**src/rtl/gcd_stream.sv**
```systemverilog
// Streaming binary (Stein) GCD engine with valid/ready handshakes on both sides.
// One operand pair is in flight at a time; the result is held until the consumer
// takes it, and a new pair is accepted only from IDLE.
module gcd_stream #(
    parameter int unsigned WIDTH = 8
) (
    input  logic             clk,
    input  logic             rst,
    input  logic             in_valid,
    output logic             in_ready,
    input  logic [WIDTH-1:0] a,
    input  logic [WIDTH-1:0] b,
    output logic             out_valid,
    input  logic             out_ready,
    output logic [WIDTH-1:0] gcd,
    output logic             busy
);

    // k counts common factors of two; it never reaches WIDTH for nonzero operands.
    localparam int unsigned KW = $clog2(WIDTH) + 1;

    typedef enum logic [1:0] {
        StIdle,
        StShift,
        StSub,
        StDone
    } state_e;

    state_e           r_state;
    state_e           w_state_next;
    logic [WIDTH-1:0] r_x;
    logic [WIDTH-1:0] r_y;
    logic [WIDTH-1:0] r_result;
    logic [KW-1:0]    r_k;
    logic [WIDTH-1:0] w_x_next;
    logic [WIDTH-1:0] w_y_next;
    logic [WIDTH-1:0] w_result_next;
    logic [KW-1:0]    w_k_next;

    // State and datapath registers; reset discards any in-flight operation.
    always_ff @(posedge clk or posedge rst) begin
        if (rst) begin
            r_state  <= StIdle;
            r_x      <= '0;
            r_y      <= '0;
            r_k      <= '0;
            r_result <= '0;
        end else begin
            r_state  <= w_state_next;
            r_x      <= w_x_next;
            r_y      <= w_y_next;
            r_k      <= w_k_next;
            r_result <= w_result_next;
        end
    end

    // Next-state and datapath update: one Stein step per cycle.
    always_comb begin
        w_state_next  = r_state;
        w_x_next      = r_x;
        w_y_next      = r_y;
        w_k_next      = r_k;
        w_result_next = r_result;
        case (r_state)
            StIdle: begin
                if (in_valid) begin
                    w_x_next = a;
                    w_y_next = b;
                    w_k_next = '0;
                    if ((a == '0) || (b == '0)) begin
                        // gcd(n,0)=n and gcd(0,0)=0 both reduce to a|b.
                        w_result_next = a | b;
                        w_state_next  = StDone;
                    end else begin
                        w_state_next = StShift;
                    end
                end
            end
            StShift: begin
                if (!r_x[0] && !r_y[0]) begin
                    w_x_next = r_x >> 1;
                    w_y_next = r_y >> 1;
                    w_k_next = r_k + 1'b1;
                end else begin
                    w_state_next = StSub;
                end
            end
            StSub: begin
                if (!r_x[0]) begin
                    w_x_next = r_x >> 1;
                end else if (!r_y[0]) begin
                    w_y_next = r_y >> 1;
                end else if (r_x == r_y) begin
                    w_result_next = r_x << r_k;
                    w_state_next  = StDone;
                end else if (r_x > r_y) begin
                    w_x_next = r_x - r_y;
                end else begin
                    w_y_next = r_y - r_x;
                end
            end
            StDone: begin
                if (out_ready) begin
                    w_state_next = StIdle;
                end
            end
            default: begin
                w_state_next = StIdle;
            end
        endcase
    end

    // Handshake and status outputs decoded from state; gcd keeps the last result.
    always_comb begin
        in_ready  = (r_state == StIdle);
        out_valid = (r_state == StDone);
        busy      = (r_state == StShift) || (r_state == StSub);
        gcd       = r_result;
    end

endmodule

```
**config.mk**
```make
export PLATFORM = sky130hd
export DESIGN_NAME = gcd_stream
export DESIGN_NICKNAME = d
export VERILOG_FILES = /design/src/rtl/gcd_stream.sv
export SDC_FILE = /design/constraint.sdc
export NUM_CORES = 1
export LEC_CHECK = 0
export BUFFER_PORTS_ARGS = -buffer_cell sky130_fd_sc_hd__buf_2
export CAP_MARGIN = 20
export CORE_MARGIN = 1
export CORE_UTILIZATION = 64
export CTS_CLUSTER_SIZE = 40
export DETAILED_ROUTE_END_ITERATION = 12
export PLACE_DENSITY = 0.86
export SYNTH_ARGS = -nofsm -noshare
export SYNTH_HDL_FRONTEND = slang
export SYNTH_SLANG_ARGS = --single-unit
```
**constraint.sdc**
```tcl
create_clock -name clk -period 5.4 [get_ports clk]
set_clock_uncertainty 0.2 [all_clocks]
set_input_delay 0.81 -clock clk [delete_from_list [all_inputs] [get_ports clk]]
set_output_delay 0.81 -clock clk [all_outputs]
set_load 0.01 [all_outputs]
```
==> flow_metrics.py <==
metrics = {
    "run_status": {
        "status": "finished, final reports clean",
    },
    "global_routing": {
        "grt_pass1_vias": 2464,
        "grt_usage_pct": 35.1,
        "antenna_found_initial": 0,
        "grt_max_degree": 35,
        "grt_pass1_wl_mm": 11.7,
        "overflow": 0,
    },
    "synthesis": {
        "yosysWarnings": 0,
        "syn_inst": 330,
        "syn-cell-area_um2": 2740,
        "ys_seq_area_share_pct": 27.4,
        "ys_types": 56,
        "async_flop_share_pct": 100,
        "synth_seq_cells": 30,
        "synth_ff_type": "dfrtp_1",
        "syn_nets": 374,
        "synth_edf_count": 0,
        "syn_area_per_cell_um2": 8.30,
    },
    "drt": {
        "drc": 0,
        "wl_per_cell_um": 17.8,
        "drt_iter0_drc": 277,
        "drtAntennaViolNets": 0,
        "vias": 2590,
        "finalWirelength_mm": 7.13,
        "drt_pass1_iterations": 5,
        "via_per_inst": 6.46,
    },
    "clock_tree": {
        "cts_buffer_depth": 2,
        "cts-root-buf": "clkbuf_8",
        "postCtsHoldBufs": 0,
        "cts_setup_buffers": 0,
        "post_cts_resized": 0,
        "cts_max_level": 2,
        "clkLatencyLatePin_ps": 290,
        "cts_made_buffers": 5,
        "path_clk_slew_ps": 70,
        "cts.sinks": 30,
        "cts_tree": "done",
    },
    "placed_design": {
        "hpwl_mm": 5.17,
        "place_inst": 394,
        "place_congestion": 0.923,
        "port_buffers": 30,
    },
    "finish": {
        "fillers": 310,
        "drive_gt1_share_pct": 15.7,
        "final_nets": 395,
        "stdcell_count": 401,
        "antenna_cells": 0,
        "area_growth_pct": 9.14,
    },
    "setup_path": {
        "rr_endpoint": "r_y[7]",
        "reg2reg_depth": 10,
        "slowest_stage": "ha_1",
        "cp.arrival_ps": 2090,
        "timing.critical_path.from": "r_state[0]",
        "start_kind": "flop",
        "end_kind": "output port",
        "cp_max_fo": 34,
        "critPathMaxStageDelay_ps": 1030,
        "cp_data_required_time_ps": 4390,
        "worstPathCellList": "inv_1 -> ha_1 -> buf_2",
        "crit_type": "flop to output port",
        "reg2reg_from": "r_x[0]",
        "regToRegSetupSlack_ps": 2320,
        "endpoint": "busy",
    },
    "hold_path": {
        "min_from": "gcd[0]",
        "min_path_type": "flop to flop",
    },
    "timing": {
        "rsz0062_at_grt": "false",
        "fin_hold_ws_ps": 290,
        "final_hold_viol_count": 0,
        "setup_viol": 0,
        "tightest_slew_ps": 1100,
        "min_period_over_period_pct": 57.5,
        "setup_tns_ps": 0,
        "max_slew_margin_pct": 26.5,
        "drv_slew": 0,
        "fmax_mhz": 322,
        "fin_crit_ps": 3100,
    },
    "run": {
        "drv_cap": 0,
    },
    "floorplanning": {
        "rows": 23,
        "die_x_um": 67.4,
        "die-area_um2": 4540,
        "fp.coreArea_um2": 4060,
        "start_util_pct": 67.5,
        "io_pins": 31,
        "die_y_um": 67.4,
    },
}
-- synth_stat cells (2+ instances only) --
master | n | area share [%]
a211oi_1 | 5 | 1.4
a21o_1 | 6 | 1.6
a21oi_1 | 19 | 3.5
a22o_1 | 3 | 0.96
a22oi_1 | 2 | 0.55
a31oi_1 | 7 | 1.6
buf_2 | 3 | 0.55
buf_4 | 4 | 1.1
clkbuf_1 | 10 | 1.4
dfrtp_1 | 30 | 27
fa_1 | 2 | 1.5
ha_1 | 22 | 10
inv_1 | 27 | 3.7
mux2_1 | 3 | 1.2
mux2_2 | 11 | 4.5
mux2i_1 | 8 | 2.9
nand2_1 | 39 | 5.3
nand2b_1 | 5 | 1.1
nand3_1 | 7 | 1.3
nand3b_1 | 2 | 0.55
nand4_1 | 3 | 0.69
nor2_1 | 27 | 3.7
nor2b_1 | 3 | 0.69
nor3_1 | 4 | 0.73
nor3b_1 | 2 | 0.55
nor4_1 | 2 | 0.46
o211ai_1 | 2 | 0.55
o21a_1 | 3 | 0.82
o21ai_0 | 12 | 2.2
o21bai_1 | 3 | 0.82
o221ai_1 | 5 | 1.6
o22ai_1 | 5 | 1.1
o31ai_1 | 10 | 2.7
or2_2 | 3 | 0.69
or3_1 | 2 | 0.46
or4_1 | 2 | 0.55
xnor2_1 | 6 | 1.9
xor2_1 | 3 | 0.96
-- flip-flops by register name, summed over array words and instances (netlist names) --
register / cells
r_y: 8
gcd: 8
r_k: 4
r_x: 8
r_state: 2
-- cell usage in the layout, fill, tap and decap left out, drive strengths merged, types with 2 or more instances in the layout --
cell and instances:
a211oi 5, a21o 6, a21oi 19, a22o 3
a22oi 2, a31oi 7, and2 2, buf 31
clkbuf 6, dfrtp 30, fa 2, ha 22
inv 27, mux2 14, mux2i 8, nand2 39
nand2b 5, nand3 7, nand3b 2, nand4 3
nor2 27, nor2b 3, nor3 4, nor3b 3
nor4 2, o211ai 2, o21a 3, o21ai 13
o21bai 3, o221ai 5, o22ai 5, o31ai 10
or2 4, or3 2, or4 2, xnor2 6
xor2 3
-- area by class of cell --
class / instances / area (um2) / share of cell area [%]
clock buffers: 6 / 82.6 / 2.76
clock inverters: 1 / 30.0 / 1.01
inverters: 27 / 101 / 3.39
multi-input cells: 256 / 1800 / 60.3
flip-flops and latches: 30 / 751 / 25.1
well taps: 50 / 62.6 / 2.09
repair buffers: 31 / 158 / 5.28
-- cells by family after synthesis --
logic type | share of synthesized area [%]
AND/OR/NAND/NOR | 18.8
AO/OA/AOI/OAI | 23.1
buffers and inverters | 6.72
flip-flops | 27.4
adder cells (fa/ha/maj) | 11.5
multiplexers | 9.51
XOR/XNOR | 2.88
-- how the worst min path moves through the flow --
stage / end / cells past startpoint
floorplan: r_y[5] / 2
global placement: gcd[1] / 1
detailed placement: gcd[0] / 1
CTS: gcd[0] / 1
global route: gcd[0] / 1
finish: gcd[0] / 1
-- critical path, delay by kind of cell (launching register included) --
kind	cells	cell delay [ps]
fa+ha+maj	1	1030
flops	1	410
buf+inv	2	360
-- routing by layer --
metal  vias to the layer above  routed length [um]  GRT usage (%)
met3                        23                 572           7.26
li1                       1228                   -              -
met4                         0                 187           15.2
met5                         -                   0              0
met1                      1211                3130           47.7
met2                       128                3240           53.3
-- stage by stage --
| step | cell area, um2 | worst slack (ps) | utilization, % |
|---|---|---|---|
| final | 2990 | 2300 | 73.6 |
| after global routing | 2990 | 2110 | 73.6 |
| after detailed placement | 2880 | 2380 | 70.9 |
| after global placement | 2880 | 2440 | 70.9 |
| after floorplan | 2740 | 2660 | - |
| after CTS | 2990 | 2330 | 73.6 |
Power is left out: the tool's default activity adds up to more than one toggle a clock period on the data nets, which glitch-free logic cannot reach.
